## config.mk

```make
export PLATFORM = sky130hd
export DESIGN_NAME = wb_decompressor
export DESIGN_NICKNAME = d
export VERILOG_FILES = /design/src/rtl/wb_decompressor.sv
export SDC_FILE = /design/constraint.sdc
export NUM_CORES = 1
export LEC_CHECK = 0
export ABC_AREA = 0
export ABC_CLOCK_PERIOD_IN_PS = 2500
export CELL_PAD_IN_SITES_DETAIL_PLACEMENT = 1
export CELL_PAD_IN_SITES_GLOBAL_PLACEMENT = 1
export CORE_UTILIZATION = 31
export DETAILED_ROUTE_END_ITERATION = 16
export PLACE_DENSITY_LB_ADDON = 0.1
export SLEW_MARGIN = 20
export SYNTH_ARGS = -nofsm -noshare
export SYNTH_HDL_FRONTEND = slang
export SYNTH_SLANG_ARGS = --single-unit
export TNS_END_PERCENT = 30
```

## constraint.sdc

```tcl
create_clock -name i_clk -period 2.5 [get_ports i_clk]
set_clock_uncertainty 0.1 [all_clocks]
set_input_delay 0.5 -clock i_clk [delete_from_list [all_inputs] [get_ports i_clk]]
set_output_delay 0.5 -clock i_clk [all_outputs]
set_load 0.02 [all_outputs]
```

## src/rtl/wb_decompressor.sv

```systemverilog
// ============================================================================
// Module   : wb_decompressor
// Purpose  : Slave-side endpoint of the compressed wishbone link. Rebuilds a
//            wishbone master cycle (single, 4-beat or 8-beat burst) from
//            serialized 16-bit link words and returns read data plus
//            ack/err status over the link.
// Ports    : i_clk, i_rst        - link clock, synchronous active-high reset
//            cw_io_i / cw_io_o   - link request words in / read data out
//            cw_req, cw_dir      - link transaction open / master driving
//            cw_ack, cw_err      - one-cycle beat-complete / error pulses
//            wb_*                - wishbone master interface to peripherals
// Revision : 1.0 - initial release
// ============================================================================
`default_nettype none

module wb_decompressor #(
  parameter int RW        = 16,
  parameter int WB_ADDR_W = 24
) (
  input  logic                 i_clk,
  input  logic                 i_rst,
  input  logic [RW-1:0]        cw_io_i,
  output logic [RW-1:0]        cw_io_o,
  input  logic                 cw_req,
  input  logic                 cw_dir,
  output logic                 cw_ack,
  output logic                 cw_err,
  output logic                 wb_cyc,
  output logic                 wb_stb,
  output logic                 wb_we,
  output logic [WB_ADDR_W-1:0] wb_adr,
  output logic [RW-1:0]        wb_o_dat,
  input  logic [RW-1:0]        wb_i_dat,
  output logic [1:0]           wb_sel,
  output logic                 wb_4_burst,
  output logic                 wb_8_burst,
  input  logic                 wb_ack,
  input  logic                 wb_err
);

  typedef enum logic [2:0] {
    S_IDLE  = 3'd0,
    S_HDR   = 3'd1,
    S_WDATA = 3'd2,
    S_BUS   = 3'd3,
    S_RESP  = 3'd4,
    S_ERR   = 3'd5
  } state_t;

  state_t               r_state, w_state;
  logic [RW-1:0]        r_adr_lo, w_adr_lo;
  logic [3:0]           r_beats, w_beats;
  logic                 r_cyc, w_cyc;
  logic                 r_stb, w_stb;
  logic                 r_we, w_we;
  logic [WB_ADDR_W-1:0] r_adr, w_adr;
  logic [RW-1:0]        r_odat, w_odat;
  logic [1:0]           r_sel, w_sel;
  logic                 r_b4, w_b4;
  logic                 r_b8, w_b8;
  logic [RW-1:0]        r_rdat, w_rdat;
  logic                 r_ack, w_ack;
  logic                 r_err, w_err;
  logic                 w_take;
  logic [2:0]           w_unused_rsv;

  // Reserved header bits carry no meaning.
  assign w_unused_rsv = cw_io_i[10:8];
  assign w_take       = cw_req & cw_dir;

  always_comb begin
    w_state  = r_state;
    w_adr_lo = r_adr_lo;
    w_beats  = r_beats;
    w_cyc    = r_cyc;
    w_stb    = r_stb;
    w_we     = r_we;
    w_adr    = r_adr;
    w_odat   = r_odat;
    w_sel    = r_sel;
    w_b4     = r_b4;
    w_b8     = r_b8;
    w_rdat   = r_rdat;
    w_ack    = 1'b0;
    w_err    = 1'b0;

    if (r_state != S_IDLE && !cw_req) begin
      // Abort: the master closed the transaction. Everything toward the
      // bus is cleared and any concurrent slave response is discarded.
      w_state = S_IDLE;
      w_beats = 4'd0;
      w_cyc   = 1'b0;
      w_stb   = 1'b0;
      w_we    = 1'b0;
      w_adr   = '0;
      w_odat  = '0;
      w_sel   = 2'b00;
      w_b4    = 1'b0;
      w_b8    = 1'b0;
    end else begin
      case (r_state)
        S_IDLE: begin
          w_cyc = 1'b0;
          w_stb = 1'b0;
          if (w_take) begin
            w_adr_lo = cw_io_i;
            w_state  = S_HDR;
          end
        end
        S_HDR: begin
          if (w_take) begin
            w_we    = cw_io_i[15];
            w_b8    = cw_io_i[14];
            w_b4    = cw_io_i[13];
            w_sel   = cw_io_i[12:11];
            w_adr   = {cw_io_i[WB_ADDR_W-RW-1:0], r_adr_lo};
            // b8 takes precedence when both hints are set.
            w_beats = cw_io_i[14] ? 4'd8 : (cw_io_i[13] ? 4'd4 : 4'd1);
            if (cw_io_i[15]) begin
              w_state = S_WDATA;
            end else begin
              w_state = S_BUS;
              w_cyc   = 1'b1;
              w_stb   = 1'b1;
            end
          end
        end
        S_WDATA: begin
          if (w_take) begin
            w_odat  = cw_io_i;
            w_state = S_BUS;
            w_cyc   = 1'b1;
            w_stb   = 1'b1;
          end
        end
        S_BUS: begin
          // Error has priority over a simultaneous ack.
          if (wb_err) begin
            w_state = S_ERR;
            w_cyc   = 1'b0;
            w_stb   = 1'b0;
            w_err   = 1'b1;
          end else if (wb_ack) begin
            w_rdat  = wb_i_dat;
            w_beats = r_beats - 4'd1;
            w_state = S_RESP;
            w_stb   = 1'b0;
            w_ack   = 1'b1;
          end
        end
        S_RESP: begin
          if (r_beats != 4'd0) begin
            w_adr = r_adr + WB_ADDR_W'(1);
            if (r_we) begin
              w_state = S_WDATA;
            end else begin
              w_state = S_BUS;
              w_stb   = 1'b1;
            end
          end else begin
            w_state = S_IDLE;
            w_cyc   = 1'b0;
          end
        end
        S_ERR: begin
          w_state = S_IDLE;
          w_beats = 4'd0;
        end
        default: begin
          w_state = S_IDLE;
          w_cyc   = 1'b0;
          w_stb   = 1'b0;
        end
      endcase
    end
  end

  always_ff @(posedge i_clk) begin
    if (i_rst) begin
      r_state  <= S_IDLE;
      r_adr_lo <= '0;
      r_beats  <= 4'd0;
      r_cyc    <= 1'b0;
      r_stb    <= 1'b0;
      r_we     <= 1'b0;
      r_adr    <= '0;
      r_odat   <= '0;
      r_sel    <= 2'b00;
      r_b4     <= 1'b0;
      r_b8     <= 1'b0;
      r_rdat   <= '0;
      r_ack    <= 1'b0;
      r_err    <= 1'b0;
    end else begin
      r_state  <= w_state;
      r_adr_lo <= w_adr_lo;
      r_beats  <= w_beats;
      r_cyc    <= w_cyc;
      r_stb    <= w_stb;
      r_we     <= w_we;
      r_adr    <= w_adr;
      r_odat   <= w_odat;
      r_sel    <= w_sel;
      r_b4     <= w_b4;
      r_b8     <= w_b8;
      r_rdat   <= w_rdat;
      r_ack    <= w_ack;
      r_err    <= w_err;
    end
  end

  assign cw_io_o    = r_rdat;
  assign cw_ack     = r_ack;
  assign cw_err     = r_err;
  assign wb_cyc     = r_cyc;
  assign wb_stb     = r_stb;
  assign wb_we      = r_we;
  assign wb_adr     = r_adr;
  assign wb_o_dat   = r_odat;
  assign wb_sel     = r_sel;
  assign wb_4_burst = r_b4;
  assign wb_8_burst = r_b8;

endmodule

`default_nettype wire

```

After elaboration in Yosys (flattened, before gate mapping)

Cells that the tools add are included.

Equality and inequality tests: 16
Add/subtract/negate cells: 2
Bitwise operators: 5
Mux-type cells: 31
Reductions and logical operators: 19

Operators with widths:

| cell                                             | count |
|---|---|
| 2-to-1 mux 24 bit                                | 2 |
| one-hot mux 24 bit (2 select lines)              | 1 |
| adder 24 x 1 -> 24 bit, second input constant    | 1 |
| 2-to-1 mux 3 bit                                 | 7 |
| != test 2 bit, second input constant             | 10 |
| 2-to-1 mux 4 bit                                 | 4 |
| one-hot mux 3 bit (5 select lines)               | 1 |
| 2-to-1 mux 1 bit                                 | 13 |
| one-hot mux 4 bit (3 select lines)               | 1 |
| AND reduction 4 bit                              | 3 |
| one-hot mux 1 bit (5 select lines)               | 2 |
| AND reduction 7 bit                              | 1 |
| == test 3 x 2 -> 1 bit, second input constant    | 2 |
| == test 3 bit, second input constant             | 2 |
| AND reduction 3 bit                              | 2 |
| AND reduction 6 bit                              | 1 |
| nonzero test 3 bit                               | 2 |
| NOT 1 bit                                        | 4 |
| AND reduction 2 bit                              | 2 |
| nonzero test 4 bit                               | 1 |
| OR reduction 4 bit                               | 1 |
| subtractor 4 x 1 -> 4 bit, second input constant | 1 |
| == test 3 x 1 -> 1 bit, second input constant    | 1 |
| zero test 3 bit                                  | 1 |
| other kinds (7)                                  | 7 |

Register bits: 88
Logic and storage cells: 87
Input port bits: 38

Longest topological paths before layout

Word-level depth: 4
Mapped depth: 8
Depth with buffers taken out: 6

Worst setup path after synthesis

No wires, ideal clock.

Kind: register -> register
Start: reg r_adr[1], in the netlist wb_adr[1]
End: reg r_adr[16], in the netlist wb_adr[16]
Clock period less this slack: 2.203 ns
Slack: 0.297 ns
Arrival time: 2.029 ns
Data required time: 2.326 ns
Cell stages (with the launch flop): 7
Cell sequence: dfxtp_1 -> ha_1 -> nand4_2 -> or4_1 -> buf_2 -> or4_1 -> a31oi_1

Cells in the longest elaborated chain, start to end: 3

Ends and longest elaborated chain:

| item                                | RTL line | text |
|---|---|---|
| start: declaration                  | 56       | `logic [WB_ADDR_W-1:0] r_adr, w_adr;` |
| start signal: assignment            | 201      | `r_adr <= w_adr;` |
| adder 24 x 1 -> 24 bit              | 153      | `w_adr = r_adr + WB_ADDR_W'(1);` |
| 2-to-1 mux 24 bit                   | 152      | `if (r_beats != 4'd0) begin` |
| one-hot mux 24 bit (2 select lines) | 101      | `case (r_state)` |

No other way between the ends. The select of a mux whose other input is x is not followed.
A chain may end at the register's enable or synchronous reset.

Final worst setup path

Start: reg r_beats[0]
End: reg r_adr[16], in the netlist wb_adr[16]

Cells in the longest elaborated chain, start to end: 3

Ends and longest elaborated chain:

| item                          | RTL line | text |
|---|---|---|
| start: declaration            | 52       | `logic [3:0] r_beats, w_beats;` |
| start signal: assignment      | 197      | `r_beats <= w_beats;` |
| nonzero test 4 bit            | 152      |  |
| != test 2 bit (no line)       | -        |  |
| AND reduction 3 bit (no line) | -        |  |

No other way between the ends.

==> qor.txt <==
Die Ht = 118.9 um
postcts setup bufs = 0
root buffer cell = clkbuf_16
Max Fanout on Critical Path = 9
drt via density = 5.385
via count = 4432
H-tree levels = 3
max_slew headroom = 0.6056
Layout area overhead = 37.30%
HPWL Detailed = 10.57 mm
insertion delay to the later sink of the worst-skew pair = 340 ps
CP startpoint kind = register
drt initial violations = 224
ANT nets after route = 0
Simple-Gate Fraction of Synth Area = 0.2806
# hold bufs at CTS = 0
top post-synthesis cells by area = dfxtp_1 42%, nand2_1 11%, a21oi_1 8.0%
status = finished, final reports clean
proportion of synthesized area in mux cells = 0.002363
CTS Buf Count = 9
Critical Path End Type = register
largest family of logic cells by synthesized area = simple AND/OR/NAND/NOR gates
crit path time final = 2278 ps
initial antenna violation count = 0
syn_area_per_cell = 7.860 sq um
Compound-Gate Fraction of Synth Area = 0.2369
die area = 0.01414 sq mm
drt first pass iters = 4
Clk pin slew, worst setup/hold paths = 60 ps
total wire length = 14.79 mm
largest net degree at the start of global routing = 33
Post-synth EDFFs = 0
Rows = 42
Congestion Overflow GR = 0
Hold Fails Final Rpt = 0
register area share after synthesis = 0.4158
# fillers = 1584
clk sinks = 88
Yosys Warn Count = 0
DRC Markers = 0
first-pass GRT wire length = 24.16 mm
Synth async-reset ratio = 0
final net count = 684
register area = 0.001762 sq mm
post-synthesis cell type with the largest combined area = dfxtp_1
fin util = 0.4375
RSZ-0062 raised after global routing = false
DIE WIDTH = 118.9 um
max cap viols = 0
Static Leakage = 0.001864 uW
Synth Flop Type = dfxtp_1
mapped cell area = 0.004237 sq mm
TNS Setup = 0 ps
vias in the first global route = 4557
Post-Synth Adder-Cell Area = 0.008860
total power divided by cell area = 539.5 mW/mm^2
gr usage total = 0.2169
count of buffers from port buffering = 102
Post-Synth XOR/XNOR Area = 0.002067
WL/cell = 17.97 um
I/O pin cnt = 103
antenna diode count = 0
worst hold path type = reg2reg
Longest Clk Path Bufs = 2
Final Cycle Share = 0.9113
synth unique cells = 58
gp weighted congestion = 0.8248
CTS tree = yes
share of the synthesized area in the top cell type = 0.4158
Critical Path RT = 2670 ps
starting density of the core = 0.3187
endpoints failing setup = 0
Critical Path AT = 2450 ps
area of the multi-input gates = 0.002258 sq mm
max-slew violation count = 0
total core area = 0.01330 sq mm
Worst-Margin Slew = 591.6 ps
layout cells sized above 1 = 0.09274
maximum VDD drop = 0.2907 mV
FF+latch count, synth = 88
Post-CTS Resized = 0
Synth Net Count = 580
Crit Path Category = reg2reg
cell count after synthesis = 539
f_max = 439.0 MHz
==> cells in the mapped netlist, drive strengths merged, types with 4 or more instances <==
| cell type | instances |
|---|---|
| nor2 | 7 |
| a31oi | 5 |
| a21oi | 68 |
| o31ai | 4 |
| nand3 | 18 |
| nor3 | 15 |
| nor4 | 5 |
| inv | 9 |
| o22ai | 5 |
| clkbuf | 26 |
| nand2b | 6 |
| a211oi | 11 |
| and3 | 10 |
| o21ai | 14 |
| dfxtp | 88 |
| or3 | 8 |
| nor3b | 4 |
| a22oi | 10 |
| nand4 | 8 |
| buf | 14 |
| o211ai | 17 |
| or4 | 11 |
| nand2 | 129 |
| a21o | 5 |
==> state kept, by name, indices dropped and copies added (netlist names) <==
register and cells:
cw_ack 1, cw_err 1, cw_io_o 16, r_adr_lo 16
r_beats 4, r_state 3, wb_4_burst 1, wb_8_burst 1
wb_adr 24, wb_cyc 1, wb_o_dat 16, wb_sel 2
wb_stb 1, wb_we 1
==> metal layers <==
metal  track usage  routed length (um)  share of wire
met5             0                   0              0
met2        0.3772                7251           0.49
met1        0.2688                6808           0.46
met3       0.04693                 514          0.035
met4       0.05934                 215          0.015
==> worst max-delay path, stage by stage (launching register included) <==
cell,delay [ps]
dfxtp_1,370
inv_1,100
ha_1,210
or3b_1,390
nand2_1,330
or4_1,540
a31oi_1,170
==> kinds of logic (layout without fill, tap and decap cells) <==
| group | Yosys count | count (layout) |
|---|---|---|
| AND/OR/NAND/NOR | 238 | 238 |
| flip-flops | 88 | 88 |
| buffers and inverters | 49 | 157 |
| XOR/XNOR | 1 | 1 |
| AO/OA/AOI/OAI | 159 | 159 |
| multiplexers | 1 | 1 |
| adder cells (fa/ha/maj) | 3 | 3 |
==> where the power goes <==
group          internal [uW]  switching (uW)  leakage (uW)
logic                    139             176       0.00101
registers               1430            30.3      0.000711
clock network            796             567      0.000139
total                   2370             773       0.00186
==> through the flow <==
step	total power (uW)	area [sq um]	hold slack, ps	instances	worst slack, ps
final	3138	5817	354.2	823	221.9
after global placement	1802	5528	341.5	808	136.5
after detailed placement	1808	5528	347.1	808	85.74
after CTS	3178	5817	355.9	823	237.7
after floorplan	1643	4237	331.7	539	296.8
after global routing	3280	5817	383.0	823	71.18
==> final timing paths <==
check	from	end	slack (ps)	cells past startpoint
worst max-delay path	r_beats[0]	wb_adr[16]	220	6
worst min-delay path	cw_io_o[11]	cw_io_o[11]	350	2
worst max register to register	r_beats[0]	wb_adr[16]	220	6
worst min register to register	cw_io_o[11]	cw_io_o[11]	350	2
==> placed cells by master (no fill, tap or decap), types with 3 or more instances in the layout <==
master	count
a211oi_1	11
a21o_1	5
a21oi_1	68
a22oi_1	9
a311oi_1	3
a31oi_1	5
a32oi_1	3
and3_1	9
and4_1	3
buf_4	31
clkbuf_16	9
clkdlybuf4s50_1	102
dfxtp_1	88
ha_1	3
inv_1	9
nand2_1	129
nand2b_1	6
nand3_1	16
nand3b_1	3
nand4_1	6
nor2_1	6
nor2b_1	3
nor3_1	13
nor3b_1	3
nor4_1	5
o211ai_1	17
o21ai_0	14
o22ai_1	5
o31ai_1	4
or2_2	3
or3_1	7
or4_1	11
==> area by class of cell <==
cell class / count / area share
clock buffers: 12 / 0.04237
clock inverters: 3 / 0.007313
inverters: 9 / 0.005808
multi-input cells: 402 / 0.3883
flip-flops and latches: 88 / 0.3029
well taps: 176 / 0.03786
repair buffers: 133 / 0.2155
Power figures use the tool's default switching activity.
